$ cat src/rtl/regfile_write_arbiter.sv
// rtl/regfile_write_arbiter.sv - round-robin register file writeback arbiter with pending-write scoreboard
//
// Purpose:
//   Picks one of NUM_REQ writeback requesters per cycle in round-robin order
//   and forwards the chosen write to the register file one cycle later. A
//   scoreboard of pending destinations is kept alongside. The decoder sets an
//   entry at issue, and the entry clears when the matching write leaves the
//   block. Register 0 is hardwired: writes to it are accepted and dropped, and
//   it can never be marked pending.
//
// Ports:
//   clock        in   sole clock, rising edge
//   reset        in   synchronous, active-high
//   req_valid    in   [NUM_REQ]            per-requester write request
//   req_loc      in   [NUM_REQ*LOC_WIDTH]  per-requester destination, slice i at i*LOC_WIDTH
//   req_data     in   [NUM_REQ*DATA_WIDTH] per-requester data, slice i at i*DATA_WIDTH
//   req_ready    out  [NUM_REQ]            one-hot-or-zero grant (combinational)
//   wr_en        out  register file write enable (registered)
//   wr_loc       out  [LOC_WIDTH]  register file write index (registered)
//   wr_data      out  [DATA_WIDTH] register file write data (registered)
//   reserve_en   in   mark reserve_loc as having a pending write
//   reserve_loc  in   [LOC_WIDTH] index being reserved
//   query_loc_1  in   [LOC_WIDTH] operand index 1
//   query_loc_2  in   [LOC_WIDTH] operand index 2
//   query_busy_1 out  operand 1 has a pending write
//   query_busy_2 out  operand 2 has a pending write
//   busy_mask    out  [2**LOC_WIDTH] full scoreboard
//   conflict     out  sticky flag: a reservation hit an index that was already pending

module regfile_write_arbiter #(
  parameter int NUM_REQ    = 3,
  parameter int LOC_WIDTH  = 4,
  parameter int DATA_WIDTH = 32
) (
  input  logic                            clock,
  input  logic                            reset,
  input  logic [NUM_REQ-1:0]              req_valid,
  input  logic [NUM_REQ*LOC_WIDTH-1:0]    req_loc,
  input  logic [NUM_REQ*DATA_WIDTH-1:0]   req_data,
  output logic [NUM_REQ-1:0]              req_ready,
  output logic                            wr_en,
  output logic [LOC_WIDTH-1:0]            wr_loc,
  output logic [DATA_WIDTH-1:0]           wr_data,
  input  logic                            reserve_en,
  input  logic [LOC_WIDTH-1:0]            reserve_loc,
  input  logic [LOC_WIDTH-1:0]            query_loc_1,
  input  logic [LOC_WIDTH-1:0]            query_loc_2,
  output logic                            query_busy_1,
  output logic                            query_busy_2,
  output logic [(1<<LOC_WIDTH)-1:0]       busy_mask,
  output logic                            conflict
);

  localparam int NUM_LOC = 1 << LOC_WIDTH;
  localparam int PTR_W   = (NUM_REQ > 1) ? $clog2(NUM_REQ) : 1;

  // ---------------------------------------------------------------------------
  // State
  // ---------------------------------------------------------------------------
  logic [PTR_W-1:0]      r_rr_ptr;
  logic                  r_wr_en;
  logic [LOC_WIDTH-1:0]  r_wr_loc;
  logic [DATA_WIDTH-1:0] r_wr_data;
  logic [NUM_LOC-1:0]    r_busy;
  logic                  r_conflict;

  // ---------------------------------------------------------------------------
  // Round-robin grant
  // ---------------------------------------------------------------------------
  logic                  w_found;
  logic [PTR_W-1:0]      w_gnt_idx;
  logic [PTR_W-1:0]      w_cand;
  logic [NUM_REQ-1:0]    w_req_ready;

  // Walk the requesters starting at the pointer and stop at the first valid
  // one. Reset forces a zero grant, so nothing transfers while reset is high.
  always_comb begin
    w_found     = 1'b0;
    w_gnt_idx   = '0;
    w_cand      = '0;
    w_req_ready = '0;
    for (int k = 0; k < NUM_REQ; k++) begin
      w_cand = PTR_W'((int'(r_rr_ptr) + k) % NUM_REQ);
      if (!w_found && !reset && req_valid[w_cand]) begin
        w_found   = 1'b1;
        w_gnt_idx = w_cand;
      end
    end
    if (w_found) begin
      w_req_ready[w_gnt_idx] = 1'b1;
    end
  end

  // The granted requester's fields. These are only used when w_found is set.
  logic [LOC_WIDTH-1:0]  w_sel_loc;
  logic [DATA_WIDTH-1:0] w_sel_data;
  logic [PTR_W-1:0]      w_ptr_next;

  always_comb begin
    w_sel_loc  = req_loc[int'(w_gnt_idx)*LOC_WIDTH +: LOC_WIDTH];
    w_sel_data = req_data[int'(w_gnt_idx)*DATA_WIDTH +: DATA_WIDTH];
    if (w_gnt_idx == PTR_W'(NUM_REQ - 1)) begin
      w_ptr_next = '0;
    end else begin
      w_ptr_next = w_gnt_idx + PTR_W'(1);
    end
  end

  // ---------------------------------------------------------------------------
  // Scoreboard next state
  // ---------------------------------------------------------------------------
  logic [NUM_LOC-1:0] w_busy_next;
  logic               w_reserve_live;
  logic               w_clear_same;
  logic               w_conflict_set;

  // The clear comes from the registered write that is leaving this cycle. It
  // is applied before the set, so a reservation of the same index in the same
  // cycle wins and the entry stays pending for the new producer.
  always_comb begin
    w_reserve_live = reserve_en && (reserve_loc != '0);
    w_clear_same   = r_wr_en && (r_wr_loc == reserve_loc);
    w_busy_next    = r_busy;
    if (r_wr_en) begin
      w_busy_next[r_wr_loc] = 1'b0;
    end
    if (w_reserve_live) begin
      w_busy_next[reserve_loc] = 1'b1;
    end
    w_busy_next[0] = 1'b0;
    // Re-reserving an index that is still pending means two producers are in
    // flight to one register. A write retiring the old producer in the same
    // cycle makes the reservation legal.
    w_conflict_set = w_reserve_live && r_busy[reserve_loc] && !w_clear_same;
  end

  // ---------------------------------------------------------------------------
  // Sequential state
  // ---------------------------------------------------------------------------
  always_ff @(posedge clock) begin
    if (reset) begin
      r_rr_ptr   <= '0;
      r_wr_en    <= 1'b0;
      r_wr_loc   <= '0;
      r_wr_data  <= '0;
      r_busy     <= '0;
      r_conflict <= 1'b0;
    end else begin
      if (w_found) begin
        r_rr_ptr <= w_ptr_next;
      end
      // A write to register 0 is consumed but never reaches the register
      // file. The last real write's index and data stay on the outputs.
      if (w_found && (w_sel_loc != '0)) begin
        r_wr_en   <= 1'b1;
        r_wr_loc  <= w_sel_loc;
        r_wr_data <= w_sel_data;
      end else begin
        r_wr_en   <= 1'b0;
      end
      r_busy <= w_busy_next;
      if (w_conflict_set) begin
        r_conflict <= 1'b1;
      end
    end
  end

  // ---------------------------------------------------------------------------
  // Outputs
  // ---------------------------------------------------------------------------
  assign req_ready    = w_req_ready;
  assign wr_en        = r_wr_en;
  assign wr_loc       = r_wr_loc;
  assign wr_data      = r_wr_data;
  assign busy_mask    = r_busy;
  assign conflict     = r_conflict;
  // Queries see only the registered scoreboard. A reservation or clear made
  // this cycle becomes visible on the next one.
  assign query_busy_1 = r_busy[query_loc_1];
  assign query_busy_2 = r_busy[query_loc_2];

endmodule

$ cat config.mk
export PLATFORM = sky130hd
export DESIGN_NAME = regfile_write_arbiter
export DESIGN_NICKNAME = d
export VERILOG_FILES = /design/src/rtl/regfile_write_arbiter.sv
export SDC_FILE = /design/constraint.sdc
export NUM_CORES = 1
export LEC_CHECK = 0
export ABC_AREA = 1
export CAP_MARGIN = 20
export CORE_MARGIN = 5
export CORE_UTILIZATION = 42
export DETAILED_ROUTE_END_ITERATION = 8
export DONT_BUFFER_PORTS = 1
export PLACE_DENSITY_LB_ADDON = 0.05
export SKIP_CTS_REPAIR_TIMING = 1
export SLEW_MARGIN = 15
export SYNTH_ARGS = -nofsm -noshare
export SYNTH_HDL_FRONTEND = slang
export SYNTH_SLANG_ARGS = --single-unit
$ cat constraint.sdc
create_clock -name clock -period 5.8 [get_ports clock]
set_input_delay 1.16 -clock clock [delete_from_list [all_inputs] [get_ports clock]]
set_output_delay 1.16 -clock clock [all_outputs]
set_load 0.02 [all_outputs]
==> metrics.log <==
[metrics] run status: finished clean
[metrics] cell internal power dissipation: about 0.0011 W
[metrics] worst hold slack: ~0.56 ns
[metrics] post-route setup slack: 1.87 ns
[metrics] Iter 0 DRT Violations: approximately 220
[metrics] portion of total power attributed to the clock network: 11.2%
[metrics] TritonCTS clock tree: done
[metrics] count of mapped cells out of synthesis: 588
[metrics] Setup-failing EPs final: 0
[metrics] min-delay worst type: reg -> reg
[metrics] drt wl/cell: about 17 µm
[metrics] met3 routed WL: ~1200 µm
[metrics] sequential share of power: 31.6%
[metrics] Inserted Clock Buffers: 5
[metrics] terminating pin of the worst hold path: conflict
[metrics] Post-route DRC: 0
[metrics] final cycle utilization of the critical path: between 60% and 70%
[metrics] gp weighted congestion: approximately 0.85
[metrics] timing-limited maximum frequency: 254 MHz
[metrics] vias after detailed routing: between 3,000 and 4,000
[metrics] NetSw: 0.00129 W
[metrics] clock sinks: 55
[metrics] Static Leak: 1.68 nW
[metrics] source of the worst register-to-register timing path: r_rr_ptr[0]
[metrics] register bit total from synthesis: between 50 and 60
[metrics] number of cells on the worst reg-to-reg path: 17
[metrics] net count after synthesis: roughly 720
[metrics] combinational fraction of design power: between 50 and 60%
[metrics] maximum fanout along the worst path: 40
[metrics] die width: ~100 µm
[metrics] length of the first detailed-routing pass in iterations: 5
[metrics] placeable core region: between 8000 and 9000 µm²
[metrics] largest net degree at the start of global routing: between 40 and 50
[metrics] final total negative setup slack: 0 ns
[metrics] Sw Share: 54.6%
[metrics] remaining global-route overflow: 0
[metrics] number of input and output port buffers inserted: 0
[metrics] unrepaired setup endpoints after global routing: false
[metrics] overall routed net length: between 10,000 and 15,000 µm
[metrics] Peak supply drop: approximately 0.31 mV
[metrics] boundary pin count: approximately 190
[metrics] Worst EP arrival: between 2 and 3 ns
[metrics] transition time at the pin with the least slew margin: 0.819 ns
[metrics] CTS root buffer: clkbuf_8
[metrics] post-detailed-route via-to-cell ratio: between 5 and 6
[metrics] maximum level of the CTS H-tree: 2
[metrics] Net count, final: approximately 700
[metrics] Min Clock Period, post-route: 3.93 ns
[metrics] capture point of the worst reg-to-reg path: wr_data[8]
[metrics] deepest clock path buffer count: 2
[metrics] height of the die: 104 µm
[metrics] final worst clock skew: 0.0123 ns
[metrics] first-pass GRT wire length: between 15,000 and 20,000 µm
[metrics] critical path class: in -> out
[metrics] number of pins with negative max-slew slack in the final report: 0
[metrics] # rows: 34
[metrics] unique cell type count in the Yosys netlist: 33
[metrics] vias in the first global route: ~3,400
[metrics] Data required, critical path: 4.64 ns
[metrics] effective utilization at floorplan: 42.8%
[metrics] register clock-pin slew on the reported worst setup and hold paths: approximately 0.11 ns
[metrics] share of synthesized area occupied by flip-flops and latches: between 20% and 30%
[metrics] insertion delay to the later sink of the worst-skew pair: between 0.3 and 0.4 ns
[metrics] initial antenna violation count: 0
[metrics] Met2 Routed Length: between 5000 and 6000 µm
[metrics] highest metal used: met4
[metrics] headroom to the max-slew limit: 45.0%
[metrics] worst hold path stage count: 2
[metrics] antenna cell count: 0
[metrics] Layout Area Growth over Synthesis: 2.49%
[metrics] Power per Cell Area: around 620 nW/µm²
[metrics] sort of element at the end of the critical path: primary output
[metrics] aggregate global-route resource usage: between 10% and 20%
[metrics] Fin. Hold Viols: 0
[metrics] summed instance area of the synthesized netlist: 3710 µm²
[metrics] Post-Route M1 WL: 4860 µm
[metrics] Worst setup SP type: primary input
[metrics] max-capacitance violation count: 0
[metrics] half-perimeter wire length of the detailed placement result: around 8700 µm
[metrics] source of the worst hold timing path: conflict
[metrics] Syn Area/Cell: approximately 6.3 µm²
[metrics] flop-to-flop setup slack: roughly 2.4 ns
[metrics] pre-CTS setup slack: approximately 1.7 ns
[metrics] Die Area: 10,800 µm²
[metrics] number of warning messages in the yosys log: 0
[metrics] DRT antenna net count: 0
[metrics] fraction of layout cells with a size suffix above 1: approximately 15%
## through the flow
stage          util [%]  area (µm²)  power, W  std cells
2_1_floorplan         -        3710   0.00192        588
3_3_place_gp       42.2        3670   0.00206        667
3_5_place_dp       42.2        3670   0.00208        667
4_1_cts            43.5        3780   0.00235        675
5_1_grt            43.9        3810   0.00260        676
6_report           43.9        3810   0.00236        676
## per-layer routing
metal	vias to the layer above	GRT usage, %
met5	-	0
met4	0	4.07
met3	5	6.46
met2	173	32.4
met1	1672	25.8
li1	1882	-
## Yosys cell counts, drive strengths merged
| cell type | instances | area share (%) |
|---|---|---|
| conb | 1 | 0.10 |
| o211ai | 2 | 0.40 |
| nand4 | 6 | 1.0 |
| nor3 | 1 | 0.13 |
| inv | 38 | 4.0 |
| nand2 | 185 | 19 |
| nor2 | 86 | 13 |
| o2111ai | 1 | 0.24 |
| a22o | 3 | 0.71 |
| dfxtp | 55 | 30 |
| o311ai | 1 | 0.24 |
| o22ai | 2 | 0.34 |
| a21oi | 65 | 8.8 |
| o21ai | 33 | 4.5 |
| nand3b | 2 | 0.40 |
| buf | 17 | 3.9 |
| a22oi | 7 | 1.4 |
| clkbuf | 14 | 1.4 |
| ha | 3 | 1.0 |
| nand3 | 62 | 8.6 |
| o31ai | 4 | 0.81 |
## power by group through the flow
stage | Clock (W) | Sequential (W) | Combinational [W]
after floorplan | 0 | 0.000705 | 0.00121
after global placement | 0 | 0.000757 | 0.00131
after detailed placement | 0 | 0.000756 | 0.00133
after CTS | 0.000273 | 0.000747 | 0.00133
after global routing | 0.000289 | 0.000759 | 0.00155
final | 0.000265 | 0.000745 | 0.00135
## worst max path at each step
| stage | cells past startpoint | slack, ns | to | startpoint |
|---|---|---|---|---|
| floorplan | 10 | 1.97 | req_ready[0] | req_valid[2] |
| global placement | 13 | 1.81 | wr_loc[0] | reset |
| detailed placement | 13 | 1.72 | wr_loc[3] | reset |
| CTS | 5 | 1.88 | req_ready[0] | reset |
| global route | 5 | 1.71 | req_ready[0] | reset |
| finish | 5 | 1.87 | req_ready[0] | reset |
## critical path, cell delays in order
cell,delay (ns)
inv_2,0.47
nand3_1,0.22
nand4_1,0.15
nand2_2,0.09
nor3_1,0.67
## logic make-up (layout without fill, tap and decap cells)
family          Yosys count  in the layout  share of synthesized area, %
buf+inv                  69             49                          9.30
other cells               1              1                         0.101
flops                    55             55                          29.6
compound gates          118            118                          17.5
simple gates            342            342                          42.5
fa+ha+maj                 3              3                          1.01
## registers in the layout, indices dropped and copies added, names as in the netlist
register / cells
busy_mask: 15
conflict: 1
r_rr_ptr: 2
wr_data: 32
wr_en: 1
wr_loc: 4
## placed cells by master, fill, tap and decap left out, types with 2 or more instances in the layout
master      n
a21oi_1    65
a22o_1      3
a22oi_1     7
buf_4       2
clkbuf_8    5
dfxtp_1    55
ha_1        3
inv_1      32
inv_2       4
nand2_1   181
nand2_2     2
nand2_4     2
nand3_1    60
nand3_2     2
nand3b_1    2
nand4_1     6
nor2_1     23
nor2_2     62
o211ai_1    2
o21ai_0    32
o22ai_1     2
o31ai_1     4
## final cells by class
cell class	instances	area, µm²
clock buffer	5	68.8
clock inverter	3	43.8
fill	943	4870
inverter	38	148
multi-input combinational	464	2270
sequential	55	1100
tap	108	135
timing repair buffer	3	42.5
No activity file was read; power rests on OpenSTA's default activity.
